===== src/rtl/regbank_pkg.sv =====
// rtl/regbank_pkg.sv - shared defaults and FSM state type for the register-bank write arbiter
package regbank_pkg;

  localparam int ADDR_W_DEF   = 5;
  localparam int DATA_W_DEF   = 32;
  localparam int LOCK_MAX_DEF = 8;

  typedef enum logic [1:0] {
    IDLE  = 2'd0,
    WR0   = 2'd1,
    WR1   = 2'd2,
    LOCK1 = 2'd3
  } arb_state_e;

endpackage


===== src/rtl/regbank_addr_decoder.sv =====
// rtl/regbank_addr_decoder.sv - register address to one-hot write strobe decode
module regbank_addr_decoder
  import regbank_pkg::*;
#(
  parameter int ADDR_W = ADDR_W_DEF
) (
  input  logic [ADDR_W-1:0]      addr_i,
  input  logic                   en_i,
  output logic [(2**ADDR_W)-1:0] onehot_o
);

  always_comb begin
    onehot_o = '0;
    for (int i = 0; i < 2**ADDR_W; i++) begin
      onehot_o[i] = en_i && (addr_i == ADDR_W'(i));
    end
  end

endmodule


===== src/rtl/regbank_arbiter.sv =====
// rtl/regbank_arbiter.sv - two-port round-robin register-bank write arbiter with port-1 burst lock
// Optional: REGBANK_ARB_ZERO_PROTECT_EN makes register 0 read-only (grant issued, strobe suppressed).
module regbank_arbiter
  import regbank_pkg::*;
#(
  parameter int ADDR_W   = ADDR_W_DEF,
  parameter int DATA_W   = DATA_W_DEF,
  parameter int LOCK_MAX = LOCK_MAX_DEF
) (
  input  logic                   clock,
  input  logic                   reset_n,
  input  logic                   req0,
  input  logic [ADDR_W-1:0]      addr0,
  input  logic [DATA_W-1:0]      data0,
  input  logic                   req1,
  input  logic [ADDR_W-1:0]      addr1,
  input  logic [DATA_W-1:0]      data1,
  input  logic                   lock1,
  output logic                   gnt0,
  output logic                   gnt1,
  output logic [(2**ADDR_W)-1:0] reg_write_enable,
  output logic [DATA_W-1:0]      reg_data_in,
  output logic                   reg_read_enable,
  output logic                   busy
);

  localparam int NREG  = 2**ADDR_W;
  localparam int CNT_W = $clog2(LOCK_MAX + 1);

  arb_state_e        state_q, state_d;
  logic              prio_q, prio_d;
  logic [CNT_W-1:0]  cnt_q, cnt_d;
  logic              gnt0_q, gnt1_q, rd_q, busy_q;
  logic [NREG-1:0]   we_q;
  logic [DATA_W-1:0] data_q, data_d;

  logic              locked, win0, win1, strobe_en;
  logic [ADDR_W-1:0] sel_addr;
  logic [DATA_W-1:0] sel_data;
  logic [NREG-1:0]   onehot;

  // A burst is live once a locked gnt1 has gone out (cnt_q != 0) and lock1 is still held.
  always_comb begin
    locked = ((state_q == LOCK1) || ((state_q == WR1) && (cnt_q != '0)))
             && lock1 && (cnt_q < CNT_W'(LOCK_MAX));
    win0 = 1'b0;
    win1 = 1'b0;
    if (locked) begin
      win1 = req1;
    end else if (req0 && req1) begin
      win0 = !prio_q;
      win1 = prio_q;
    end else begin
      win0 = req0;
      win1 = req1;
    end

    sel_addr = win1 ? addr1 : addr0;
    sel_data = win1 ? data1 : data0;
`ifdef REGBANK_ARB_ZERO_PROTECT_EN
    strobe_en = (win0 || win1) && (sel_addr != '0);
`else
    strobe_en = win0 || win1;
`endif
    data_d = strobe_en ? sel_data : data_q;

    prio_d = prio_q;
    if (win0) prio_d = 1'b1;
    if (win1) prio_d = 1'b0;

    state_d = IDLE;
    cnt_d   = '0;
    if (locked) begin
      state_d = LOCK1;
      cnt_d   = cnt_q + CNT_W'(win1);
    end else if (win1) begin
      state_d = WR1;
      cnt_d   = lock1 ? CNT_W'(1) : '0;
    end else if (win0) begin
      state_d = WR0;
    end
  end

  regbank_addr_decoder #(
    .ADDR_W (ADDR_W)
  ) u_dec (
    .addr_i   (sel_addr),
    .en_i     (strobe_en),
    .onehot_o (onehot)
  );

  always_ff @(posedge clock or negedge reset_n) begin
    if (!reset_n) begin
      state_q <= IDLE;
      prio_q  <= 1'b0;
      cnt_q   <= '0;
      gnt0_q  <= 1'b0;
      gnt1_q  <= 1'b0;
      we_q    <= '0;
      data_q  <= '0;
      rd_q    <= 1'b0;
      busy_q  <= 1'b0;
    end else begin
      state_q <= state_d;
      prio_q  <= prio_d;
      cnt_q   <= cnt_d;
      gnt0_q  <= win0;
      gnt1_q  <= win1;
      we_q    <= onehot;
      data_q  <= data_d;
      rd_q    <= !strobe_en;
      busy_q  <= (state_d != IDLE);
    end
  end

  assign gnt0             = gnt0_q;
  assign gnt1             = gnt1_q;
  assign reg_write_enable = we_q;
  assign reg_data_in      = data_q;
  assign reg_read_enable  = rd_q;
  assign busy             = busy_q;

endmodule


===== config.mk =====
export PLATFORM = sky130hd
export DESIGN_NAME = regbank_arbiter
export DESIGN_NICKNAME = d
export VERILOG_FILES = /design/src/rtl/regbank_pkg.sv /design/src/rtl/regbank_addr_decoder.sv /design/src/rtl/regbank_arbiter.sv
export SDC_FILE = /design/constraint.sdc
export NUM_CORES = 1
export LEC_CHECK = 0
export ABC_AREA = 1
export BUFFER_PORTS_ARGS = -buffer_cell sky130_fd_sc_hd__buf_2
export CAP_MARGIN = 10
export CORE_MARGIN = 5
export CORE_UTILIZATION = 50
export CTS_BUF_LIST = sky130_fd_sc_hd__clkbuf_4 sky130_fd_sc_hd__clkbuf_8 sky130_fd_sc_hd__clkbuf_16
export DETAILED_ROUTE_END_ITERATION = 8
export PLACE_DENSITY = 0.85
export SLEW_MARGIN = 20
export SYNTH_ARGS = -nofsm -noshare
export SYNTH_HDL_FRONTEND = slang
export SYNTH_SLANG_ARGS = --single-unit
export TNS_END_PERCENT = 10

===== constraint.sdc =====
create_clock -name clock -period 4 [get_ports clock]
set_clock_uncertainty 0.1 [all_clocks]
set_input_delay 0.2 -clock clock [delete_from_list [all_inputs] [get_ports clock]]
set_output_delay 0.2 -clock clock [all_outputs]
set_load 0.1 [all_outputs]

Yosys cells after proc, flatten, opt, wreduce, memory -nomap -nowiden
Cells that the tools add are included.
W data, S select, Z words.
{"block": "word_totals", "ff_bits": 75, "inputBits": 79, "output_inout_bits": 68}
{"block": "op_classes", "reduce_logical": 44, "n_addsub": 1, "muxes": 14, "order_cmp": 1, "eq_ne": 33}
{"op": "$eq A5 B5 Y1 const B", "count": 16}
{"op": "$eq A5 B4 Y1 const B", "count": 8}
{"op": "$logic_and A1 B1 Y1", "count": 36}
{"op": "$mux W32", "count": 1}
{"op": "$eq A5 B3 Y1 const B", "count": 4}
{"op": "$eq A5 B2 Y1 const B", "count": 2}
{"op": "$mux W1", "count": 9}
{"op": "$eq A5 B1 Y1 const B", "count": 1}
{"op": "$logic_not A5 Y1", "count": 1}
{"op": "$mux W5", "count": 1}
{"op": "$add A4 B1 Y4", "count": 1}
{"op": "$eq A2 B2 Y1 const B", "count": 2}
{"op": "$lt A4 B4 Y1 const B", "count": 1}
{"op": "$mux W2", "count": 2}
{"op": "$mux W4", "count": 1}
{"op": "$reduce_bool A2 Y1", "count": 2}
{"op": "$reduce_bool A4 Y1", "count": 1}
{"op": "$logic_not A1 Y1", "count": 2}
{"op": "$logic_or A1 B1 Y1", "count": 2}

Longest topological paths before layout
{"block": "logic_depth", "word_depth": 10, "mapped_depth": 11, "depth_no_buf": 10}

Cells and area by module
A second synthesis with hierarchy kept.
{"block": "unflattened", "hier_cells": 349, "area_unflattened_um2": 3367.0}
{"module": "regbank_arbiter", "area_each_um2": 3100.5, "cells_each": 282, "instances": 1, "seq_area_each_um2": 1876.8}
{"module": "regbank_addr_decoder", "area_each_um2": 266.5, "cells_each": 67, "instances": 1, "seq_area_each_um2": 0.0}

Worst setup path after synthesis
Ideal clock, no wire load.
{"block": "synth_path", "kind": "register to register", "start": "register cnt_q[1]", "end": "register cnt_q[2]", "path_buffers": 1, "setup_ns": 0.120, "required_time_ns": 3.780, "arrival_time_ns": 1.697, "stages_incl_launch_ff": 12, "path_slack_ns": 2.083, "path_cell_list": "dfrtp_1 > nor2_1 > nand2_1 > nand2_4 > nand2_4 > nand2_4 > inv_1 > buf_2 > ha_1 > ha_1 > xnor2_1 > nor2_1"}
{"block": "synth_between", "elab_chain_len": 8, "word_cells_on_any_way": 9, "classes_between": "1 x add/sub; 1 x order compare; 2 x mux; 5 x reduce/logical"}
{"element": "from (decl)", "line_no": "regbank_arbiter.sv:32", "source": "logic [CNT_W-1:0] cnt_q, cnt_d;"}
{"element": "from (signal assigned)", "line_no": "regbank_arbiter.sv:106", "source": "cnt_q <= cnt_d;"}
{"element": "parallel branches: the longest is 4 deep, another holds $lt A4 B4 Y1"}
{"element": "$logic_and A1 B1 Y1 *", "line_no": "regbank_arbiter.sv:45", "source": "&& lock1 && (cnt_q < CNT_W'(LOCK_MAX));"}
{"element": "$mux W1 *", "line_no": "regbank_arbiter.sv:48", "source": "if (locked) begin"}
{"element": "named net win1", "line_no": "regbank_arbiter.sv:37", "source": "logic locked, win0, win1, strobe_en;"}
{"element": "$add A4 B1 Y4 *", "line_no": "regbank_arbiter.sv:75", "source": "cnt_d = cnt_q + CNT_W'(win1);"}
{"element": "$mux W4 *", "line_no": "regbank_arbiter.sv:73", "source": "if (locked) begin"}
{"element": "named net cnt_d[2]", "line_no": "regbank_arbiter.sv:32"}
Mark *: on every way through the listed nets, which the timed path passes.
A chain may end at the register's enable or synchronous reset.

Worst setup path after layout
{"block": "layout_path", "start": "register cnt_q[2]", "end": "register data_q[13] (netlist: reg_data_in[13])"}
{"block": "layout_between", "elab_chain_len": 7, "word_cells_on_any_way": 10, "classes_between": "1 x order compare; 3 x mux; 6 x reduce/logical"}
{"element": "parallel branches: the longest is 4 deep, another holds $lt A4 B4 Y1"}
{"element": "$logic_and A1 B1 Y1 *", "line_no": "regbank_arbiter.sv:45"}
{"element": "$mux W1", "line_no": "regbank_arbiter.sv:48"}
{"element": "$mux W32 / $logic_or A1 B1 Y1 (equally long branches)", "line_no": "regbank_arbiter.sv:59, regbank_arbiter.sv:63"}
{"element": "to (signal assigned)", "line_no": "regbank_arbiter.sv:110", "source": "data_q <= data_d;"}
{"element": "to (decl)", "line_no": "regbank_arbiter.sv:35", "source": "logic [DATA_W-1:0] data_q, data_d;"}
Every way passes the cells marked *.

==> impl_metrics.ini <==
[outcome]
status = finished clean

[worst_setup_path]
rr_worst_depth = 9
cp_max_fo = 35
worstPathArrival_ns = 3.24
crit_path_end_kind = flop
required_ns = 4.12
start_kind = flop
path_class = reg -> reg

[clock_tree]
cts_setup_buffers = 0
clk_latency_ns = 0.33
clock-sinks = 75
clk_path_buf_depth = 2
cts-root-buf = clkbuf_8
htree_levels = 3
cts_buffers = 9
cts_tree = yes
clkTransAtPathRegs_ns = 0.08
cts_resized = 0
holdBufCountCts = 40

[pwr]
peakVddDrop_uv = 348
cellPowerDensity_mw_per_mm2 = 545
power_leakage_nw = 2.51
total_power_mw = 2.48

[final_layout]
drive_above_1_share_pct = 34.9
nets = 609
final_util_pct = 73.0
antenna-diode-count = 0
syn_to_final_growth_pct = 44.5

[placed_design]
place_ws_ns = 1.08
port_buffers = 146
gp_congestion = 0.832
dpl.hpwl_um = 6020

[sta]
relSlewSlack_pct = 32.2
fin_crit_ns = 3.12
tightest_slew_ns = 1.02
rsz0062_at_grt = no
hold_violations = 0
period_share_pct = 77.9
setup_viol = 0
tns_ns = 0
worst_hold_slack_ns = 0.0113
fmax_mhz = 321
maxSlewViolCount = 0
worst_slack_ns = 0.884

[die]
io_pins = 147
fp.coreArea_mm2 = 0.00624
row_count = 29
start_util_pct = 50.5
dieHeight_um = 89.4
die_x_um = 89.4
dieArea_mm2 = 0.00799

[global_routing]
grt_max_degree = 45
grt_pass1_wl_um = 13900
grt_pass1_vias = 3038
antenna_found_initial = 0
globalRoute.totalOverflow = 0
grtUsageTotal_pct = 23.0

[detailed_routing]
wl_per_cell_um = 14.7
drt_pass1_iterations = 5
final_antenna_net_count = 0
vias = 3087
drc = 0
drt_first_iter_violations = 143
avgViaCountPerCell = 5.06
routed_wl_um = 8970

[synthesis]
synthesis.nets = 427
post_synth_num_cell_types = 20
synth_cells = 346
yosysWarnings = 0
syn_avg_cell_area_um2 = 9.11
synth_seq_area_share_pct = 59.5
synth_seq_cells = 75
syn_area_mm2 = 0.00315

[run]
drv_cap = 0

[hold_path]
whs_path_depth = 3
hp-class = in -> reg
==> per-stage QoR <==
stage / std cells / cell area, um2
floorplan: 346 / 3150
global placement: 554 / 3910
detailed placement: 554 / 3910
CTS: 610 / 4560
global route: 610 / 4560
finish: 610 / 4560
==> report_power, final <==
part           leakage (nW)  total (mW)  switching [mW]  internal, mW
Combinational          1.43       0.912           0.736         0.176
Sequential            0.963       0.868          0.0358         0.832
Clock                 0.126       0.702           0.270         0.432
==> layout by cell type (no fill, tap or decap), drive strengths merged, types with 2 or more instances in the layout <==
cell and instances:
bufinv 3, nand3 72, buf 147, o21ai 4
clkinv 3, ha 2, nand2 107, inv 17
dlygate4sd3 40, dfrtp 75, nor2 48, nand3b 2
clkbuf 10
==> synth_stat cells <==
| master | n | share of area [%] |
|---|---|---|
| nand2_1 | 95 | 11 |
| buf_1 | 3 | 0.36 |
| buf_2 | 11 | 1.7 |
| o21ai_2 | 1 | 0.28 |
| a21oi_1 | 1 | 0.16 |
| o21ai_0 | 3 | 0.48 |
| buf_6 | 1 | 0.36 |
| nor2_4 | 6 | 2.1 |
| nor2_2 | 3 | 0.60 |
| o211ai_2 | 1 | 0.40 |
| nor2_1 | 39 | 4.6 |
| inv_1 | 17 | 2.0 |
| ha_1 | 2 | 0.79 |
| clkbuf_1 | 1 | 0.12 |
| nand2_4 | 3 | 1.1 |
| dfrtp_1 | 75 | 60 |
| nand2_2 | 9 | 1.8 |
| nand3_1 | 72 | 11 |
| xnor2_1 | 1 | 0.28 |
| nand3b_1 | 2 | 0.48 |
==> state kept, by name, summed over array words and instances (netlist names) <==
register and cells:
reg_read_enable 1, state_q 2, cnt_q 4, reg_data_in 32, gnt0 1, busy 1
gnt1 1, reg_write_enable 32, prio_q 1
==> kinds of logic (layout without fill, tap and decap cells) <==
| group | Yosys count | in the layout | share of synthesized area (%) |
|---|---|---|---|
| xor+xnor | 1 | 1 | 0.278 |
| buf+inv | 33 | 220 | 4.60 |
| flops | 75 | 75 | 59.5 |
| simple gates | 229 | 229 | 33.5 |
| fa+ha+maj | 2 | 2 | 0.794 |
| compound gates | 6 | 6 | 1.31 |
==> layer usage <==
layer | track usage (%) | share of wire [%] | vias up
met4 | 10.4 | 3.2 | 0
li1 | - | - | 1468
met5 | 0 | 0 | -
met2 | 40.6 | 52 | 163
met1 | 26.9 | 36 | 1432
met3 | 4.70 | 8.1 | 24
==> area by class of cell <==
class | instances | area, um2
clock buffers | 10 | 138
clock inverters | 6 | 113
fillers | 461 | 1690
inverters | 17 | 63.8
multi-input cells | 238 | 1130
flip-flops and latches | 75 | 1880
well taps | 77 | 96.3
repair buffers | 187 | 1140
==> worst max-delay path, cell delays in order, from the launching register on <==
cell	delay [ns]
dfrtp_1	0.41
nor2_1	0.13
nand2_1	0.10
nand2_4	0.11
nand2_1	0.10
nand2_2	0.52
inv_1	0.65
nand2_1	0.20
nand3_1	0.09
dlygate4sd3_1	0.57
==> worst paths after layout <==
check                          startpoint         endpoint  slack, ns
max reg2reg                      cnt_q[2]  reg_data_in[13]       0.88
max                              cnt_q[2]  reg_data_in[13]       0.88
min                             data0[21]  reg_data_in[21]       0.01
max in group asynchronous         reset_n           prio_q       2.43
min in group asynchronous         reset_n   reg_data_in[8]       0.40
min reg2reg                reg_data_in[8]   reg_data_in[8]       0.40
Power figures use the tool's default switching activity.
